--- src/rtl/pulse_stretch_scheduler.sv ---
// ---------------------------------------------------------------------------
// pulse_stretch_scheduler
//
// Round-robin scheduler sharing one stretched-pulse output among NREQ
// requesters. Each trigger is latched as a pending request. Pending requests
// are granted in rotating order; every grant drives Q high for exactly DUR
// cycles, followed by GAP forced-low guard cycles.
//
// Ports:
//   clk        system clock, all state updates on the rising edge
//   sres       synchronous active-high reset
//   Trigger    per-channel request, level sampled every clk
//   Q          shared stretched pulse
//   Owner      one-hot channel owning the current pulse, 0 when no pulse
//   Owner_idx  binary index of Owner, 0 when no pulse
//   Busy       high whenever the scheduler is not idle
//   Pending    latched, not-yet-granted requests
//   Overrun    sticky, set when a channel re-triggers while still pending
//
// State      | meaning
// -----------+-----------------------------------------------------------
// ST_IDLE    | no pulse in progress, waiting for any Pending bit
// ST_PULSE   | Q high for DUR cycles on behalf of the granted channel
// ST_GAP     | Q forced low for GAP guard cycles before the next grant
// ---------------------------------------------------------------------------
module pulse_stretch_scheduler #(
    parameter int NREQ  = 4,
    parameter int IDX_W = 2,
    parameter int DUR   = 3,
    parameter int GAP   = 1,
    parameter int CNT_W = 2
) (
    input  logic             clk,
    input  logic             sres,
    input  logic [NREQ-1:0]  Trigger,
    output logic             Q,
    output logic [NREQ-1:0]  Owner,
    output logic [IDX_W-1:0] Owner_idx,
    output logic             Busy,
    output logic [NREQ-1:0]  Pending,
    output logic [NREQ-1:0]  Overrun
);

    typedef enum logic [1:0] {
        ST_IDLE  = 2'd0,
        ST_PULSE = 2'd1,
        ST_GAP   = 2'd2
    } state_t;

    localparam logic [CNT_W-1:0] DUR_LAST = CNT_W'(DUR - 1);
    // With GAP=0 the GAP state is never entered; the value only has to fit.
    localparam logic [CNT_W-1:0] GAP_LAST = CNT_W'((GAP > 0) ? GAP - 1 : 0);
    localparam bit               NO_GAP   = (GAP == 0);
    localparam logic [IDX_W-1:0] PTR_INIT = IDX_W'(NREQ - 1);

    state_t           state;
    logic [CNT_W-1:0] cnt;
    logic [IDX_W-1:0] ptr;

    logic             arb_found;
    logic [IDX_W-1:0] arb_idx;
    int               cand_int;
    logic [IDX_W-1:0] cand;
    logic             grant;
    logic [NREQ-1:0]  grant_onehot;
    logic [NREQ-1:0]  grant_mask;

    // Rotating priority: scan from ptr+1 upward with wraparound, so the
    // channel granted last has the lowest priority on the next decision.
    // Only the registered Pending vector is considered.
    always_comb begin
        arb_found = 1'b0;
        arb_idx   = '0;
        cand_int  = 0;
        cand      = '0;
        for (int i = 1; i <= NREQ; i++) begin
            cand_int = (int'(ptr) + i) % NREQ;
            cand     = IDX_W'(cand_int);
            if (!arb_found && Pending[cand]) begin
                arb_found = 1'b1;
                arb_idx   = cand;
            end
        end
    end

    // A grant is only taken at the points where a new pulse may begin.
    always_comb begin
        grant = 1'b0;
        case (state)
            ST_IDLE:  grant = arb_found;
            ST_PULSE: grant = arb_found && NO_GAP && (cnt == DUR_LAST);
            ST_GAP:   grant = arb_found && (cnt == GAP_LAST);
            default:  grant = 1'b0;
        endcase
    end

    always_comb begin
        grant_onehot          = '0;
        grant_onehot[arb_idx] = 1'b1;
        grant_mask            = grant ? grant_onehot : '0;
    end

    always_ff @(posedge clk) begin
        if (sres) begin
            state     <= ST_IDLE;
            cnt       <= '0;
            ptr       <= PTR_INIT;
            Q         <= 1'b0;
            Owner     <= '0;
            Owner_idx <= '0;
            Busy      <= 1'b0;
            Pending   <= '0;
            Overrun   <= '0;
        end else begin
            // A trigger on the grant edge of its own channel re-queues it:
            // the set term is applied after the grant clear.
            Pending <= (Pending & ~grant_mask) | Trigger;
            Overrun <= Overrun | (Trigger & Pending & ~grant_mask);

            if (grant) begin
                ptr <= arb_idx;
            end

            case (state)
                ST_IDLE: begin
                    if (grant) begin
                        state     <= ST_PULSE;
                        cnt       <= '0;
                        Q         <= 1'b1;
                        Owner     <= grant_onehot;
                        Owner_idx <= arb_idx;
                        Busy      <= 1'b1;
                    end
                end

                ST_PULSE: begin
                    if (cnt == DUR_LAST) begin
                        cnt <= '0;
                        if (!NO_GAP) begin
                            state     <= ST_GAP;
                            Q         <= 1'b0;
                            Owner     <= '0;
                            Owner_idx <= '0;
                        end else if (grant) begin
                            // Back-to-back pulses: Q stays high, owner switches.
                            Owner     <= grant_onehot;
                            Owner_idx <= arb_idx;
                        end else begin
                            state     <= ST_IDLE;
                            Q         <= 1'b0;
                            Owner     <= '0;
                            Owner_idx <= '0;
                            Busy      <= 1'b0;
                        end
                    end else begin
                        cnt <= cnt + 1'b1;
                    end
                end

                ST_GAP: begin
                    if (cnt == GAP_LAST) begin
                        cnt <= '0;
                        if (grant) begin
                            state     <= ST_PULSE;
                            Q         <= 1'b1;
                            Owner     <= grant_onehot;
                            Owner_idx <= arb_idx;
                        end else begin
                            state <= ST_IDLE;
                            Busy  <= 1'b0;
                        end
                    end else begin
                        cnt <= cnt + 1'b1;
                    end
                end

                default: begin
                    state     <= ST_IDLE;
                    cnt       <= '0;
                    Q         <= 1'b0;
                    Owner     <= '0;
                    Owner_idx <= '0;
                    Busy      <= 1'b0;
                end
            endcase
        end
    end

endmodule

--- config.mk ---
export PLATFORM = sky130hd
export DESIGN_NAME = pulse_stretch_scheduler
export DESIGN_NICKNAME = d
export VERILOG_FILES = /design/src/rtl/pulse_stretch_scheduler.sv
export SDC_FILE = /design/constraint.sdc
export NUM_CORES = 1
export LEC_CHECK = 0
export CELL_PAD_IN_SITES_DETAIL_PLACEMENT = 1
export CELL_PAD_IN_SITES_GLOBAL_PLACEMENT = 1
export CORE_MARGIN = 2
export CORE_UTILIZATION = 37
export DETAILED_ROUTE_END_ITERATION = 7
export PLACE_DENSITY_LB_ADDON = 0.1
export SYNTH_ARGS = -nofsm -noshare
export SYNTH_HDL_FRONTEND = slang
export SYNTH_SLANG_ARGS = --single-unit
--- constraint.sdc ---
create_clock -name clk -period 2.5 [get_ports clk]
set_clock_uncertainty 0.2 [all_clocks]
set_input_delay 0.75 -clock clk [delete_from_list [all_inputs] [get_ports clk]]
set_output_delay 0.75 -clock clk [all_outputs]
set_load 0.01 [all_outputs]
Word-level counts from Yosys, hierarchy flattened --
Index checks and enable logic that the tools add are counted.
Storage, ports and cells: bits in registers 22, input port bits 6, word-level logic and storage cells 92
Operators by class: add/sub/neg operators 5, magnitude comparators 6, equality and inequality tests 7, mux-type cells 45, bitwise gates (word level) 7, reductions and logical operators 13
Operators by type and width (number):
- $mux W2 | 13
- $pmux W2 S3 | 3
- $mux W1 | 16
- $mux W4 | 4
- $lt A2 B3 Y1 const B | 5
- $and A4 B4 Y4 | 3
- $pmux W4 S3 | 1
- $bmux W1 S2 | 4
- $ne A2 B2 Y1 const B | 4
- $or A4 B4 Y4 | 2
- $add A2 B1 Y2 const B | 3
- $pmux W1 S3 | 2
- $logic_and A1 B1 Y1 | 5
- $add A2 B2 Y2 const B | 2
- $eq A2 B2 Y1 const B | 2
- $logic_not A2 Y1 | 2
- $not A4 Y4 | 1
- $reduce_and A4 Y1 | 1
- $logic_not A1 Y1 | 3
- $reduce_and A3 Y1 | 1
- $demux W1 S2 | 1
- $eq A2 B1 Y1 const B | 1
- $ge A2 B1 Y1 const B | 1
- $pmux W1 S2 | 1
- other kinds (2) | 2

Longest topological paths before layout --
depth after elaboration 21, gate-level depth with buffers 9, gate-level depth less buffers 7

Worst setup path after synthesis --
No wires, ideal clock.
path type flip-flop to flip-flop, from register state[0], to register Owner[2], library setup time 0.070 ns, arrival time 1.631 ns, data required time 2.230 ns, setup slack 0.598 ns, stages on the path, launching flop included 10, path buffers 2, period minus slack after synthesis 1.902 ns, path through dfxtp_1 > inv_1 > ha_1 > clkbuf_1 > mux2i_1 > or3_1 > buf_2 > nor2_1 > nand2b_1 > a21oi_1
Between the ends: word-level cells in the longest chain between the ends 5, elaborated cells between the ends (all ways) 10, those cells by class eq/ne (4); mux (4); reduce/logical (2)
RTL lines:
- start: declaration | RTL line 56 | state_t state;
- start signal: assignment | RTL line 105 | state <= ST_IDLE;
- start signal: assignment | RTL line 127 | state <= ST_PULSE;
- start signal: assignment | RTL line 140 | state <= ST_GAP;
- $eq A2 B2 Y1 / $logic_not A2 Y1 (equally long branches) | RTL line 89, 124
- $pmux W1 S2 | RTL line 89 | case (state)
- $mux W4 (2 in series)
- $pmux W4 S3 | RTL line 124 | case (state)
- end signal: assignment | RTL line 130 | Owner <= grant_onehot;
- end signal: assignment | RTL line 146 | Owner <= grant_onehot;
- end signal: assignment | RTL line 166 | Owner <= grant_onehot;
- end: declaration | RTL line 37 | output logic [NREQ-1:0] Owner,
Several ways; a longest one is shown, not always the timed one. The select of a mux whose other input is x is not followed. A chain may end at the register's enable or synchronous reset.

Worst setup path in the final report --
from register Pending[0], to output Pending[0]
RTL lines:
- start: declaration | RTL line 40 | output logic [NREQ-1:0] Pending,
- start signal: assignment | RTL line 117 | Pending <= (Pending & ~grant_mask) | Trigger;
No word-level cell between the ends.

==> out/results.ini <==
[run_status]
status=complete, no violations

[global_routing]
grt_pass1_vias=977
grt_pass1_wl_um=4480
antenna_found_initial=0
grt_max_degree=23
grt_util_all_layers_pct=16.5
grt_overflow_total=0

[yosys]
syn-instance-count=139
syn-num-nets=152
yosysSeqAreaShare_pct=37.9
yosysWarnings=0
ys_ff_latch=22
syn_avg_cell_area_um2=8.35
synthArstFlopShare_pct=0
synth_top_cell_area_share_pct=37.9
synth_flop_cell=dfxtp_1
synth_edf_count=0
syn-cell-area_um2=1160
synth_cell_types=34
synth.area.top_cells=dfxtp_1 (38%), a21oi_1 (7.8%), ha_1 (7.5%)
yosys.area.top_type=dfxtp_1

[floorplanning]
core_area_um2=3030
die_h_um=60.0
initial_utilization_pct=38.3
dieArea_um2=3600
ios=22
die_width_um=60.0
fp-row-count=20

[placement]
dp_hpwl_um=2020
port_buffers=21
gp_congestion=0.830

[cts]
clkTransAtPathRegs_ns=0.13
root_buffer=clkbuf_4
htreeDepth=1
cts_hold_buffers=0
insertion_delay_ns=0.30
cts_tree=yes
numCtsBuffers=3
cts.sink_count=22
cts_resized=0
cts_buffer_depth=2
post_cts_buffers=0

[critical_path]
path_class=flip-flop to primary output
critPathSlowestCell=clkdlybuf4s50_1
cp_num_buf_inv=1
critical_path.cell_chain=clkdlybuf4s50_1
cp-end-kind=primary output
max_stage_delay_ns=0.60
worstPathArrival_ns=1.41
cp_top_family=buffers and inverters
startpoint_type=flip-flop
worstPathMaxFanout=7
required_ns=1.55

[sta]
hold_slack_ns=0.255
post-route-min-period_ns=2.36
finalSetupViolations=0
tightest_slew_ns=0.473
rsz0062_at_grt=false
hold_violations=0
slew_headroom_pct=68.5
finalMaxSlewViolations=0
fmax_mhz=423
post-route-period-util_pct=94.5
fin_setup_tns_ns=0

[final_layout]
final_common_cell=dfxtp_1
drive_gt1_share_pct=6.33
area_delta_synth_final_pct=23.7
n_antenna_cell=0
final_util_pct=47.4
nets=172
final_cell_mix=dfxtp_1 (22), clkdlybuf4s50_1 (21), a21oi_1 (18), inv_1 (13), nor2_1 (13)

[routing]
num_vias=1026
drc=0
avgRoutedWirePerCell_um=13.2
drt_first_iter_violations=27
drt_pass1_iterations=4
viasPerCell=5.08
wirelength_um=2670
antenna_left=0

[run]
drv_cap=0

[power_and_ir_drop]
power-per-cell-area_nw_per_um2=688
finalPower_uw=989
p_leak_uw=0.000536
vdd_drop_max_mv=0.260

[min_path]
hold_class=flip-flop to flip-flop

## synth_stat cells, drive strengths merged, types with 2 or more instances
cell    instances
nand3b          2
nor2b           5
nand2           4
a21oi          18
a31oi           2
o21ai           4
o311ai          2
dfxtp          22
inv            13
a211oi          3
a22o            2
nor3            4
nand3           7
clkbuf          4
a32oi           2
nand2b          5
buf             4
o211ai          2
nor2           13
or3b            2
ha              7
or3             3
## report_power, final
part | internal [µW] | switching, µW | total [µW]
registers | 396 | 40.5 | 437
logic | 165 | 191 | 356
clock network | 88.7 | 108 | 196
## kinds of logic (layout without fill, tap and decap cells)
logic type / Yosys count / count (layout) / share of synthesized area, %
simple gates: 48 / 48 / 22.3
compound gates: 40 / 40 / 23.6
flops: 22 / 22 / 37.9
buf+inv: 21 / 40 / 7.76
fa+ha+maj: 7 / 7 / 7.54
mux: 1 / 1 / 0.862
## per-layer routing
layer / GRT usage, % / vias up / share of wire (%)
met5: 0 / - / 0
met4: 4.76 / 0 / 0.71
met3: 2.60 / 2 / 2.0
met2: 26.4 / 13 / 48
met1: 22.8 / 488 / 49
li1: - / 523 / -
## state kept, by name, indices dropped and copies added (netlist names)
register	count
Overrun	4
Owner	4
Pending	4
Owner_idx	2
cnt	2
ptr	2
state	2
Busy	1
Q	1
## final timing paths
kind / slack, ns / endpoint / startpoint / cells past startpoint
worst max register to register: 0.41 / Owner[2] / state[1] / 7
worst min-delay path: 0.25 / Overrun[2] / Overrun[2] / 2
worst min register to register: 0.25 / Overrun[2] / Overrun[2] / 2
worst max-delay path: 0.14 / Pending[0] / Pending[0] / 1
## metrics by stage
stage                     instances  instance area [µm²]  setup WS, ns
after floorplan                 139                 1160         0.598
after detailed placement        198                 1400         0.422
after CTS                       202                 1440         0.119
after global routing            202                 1440        0.0539
after global placement          198                 1400         0.496
final                           202                 1440         0.138
## area by class of cell
cell class / instances / area (µm²)
well taps: 44 / 55.1
flip-flops and latches: 22 / 440
repair buffers: 23 / 225
clock buffers: 4 / 36.3
multi-input cells: 96 / 631
inverters: 13 / 48.8
fillers: 369 / 1590
Power figures use the tool's default switching activity.
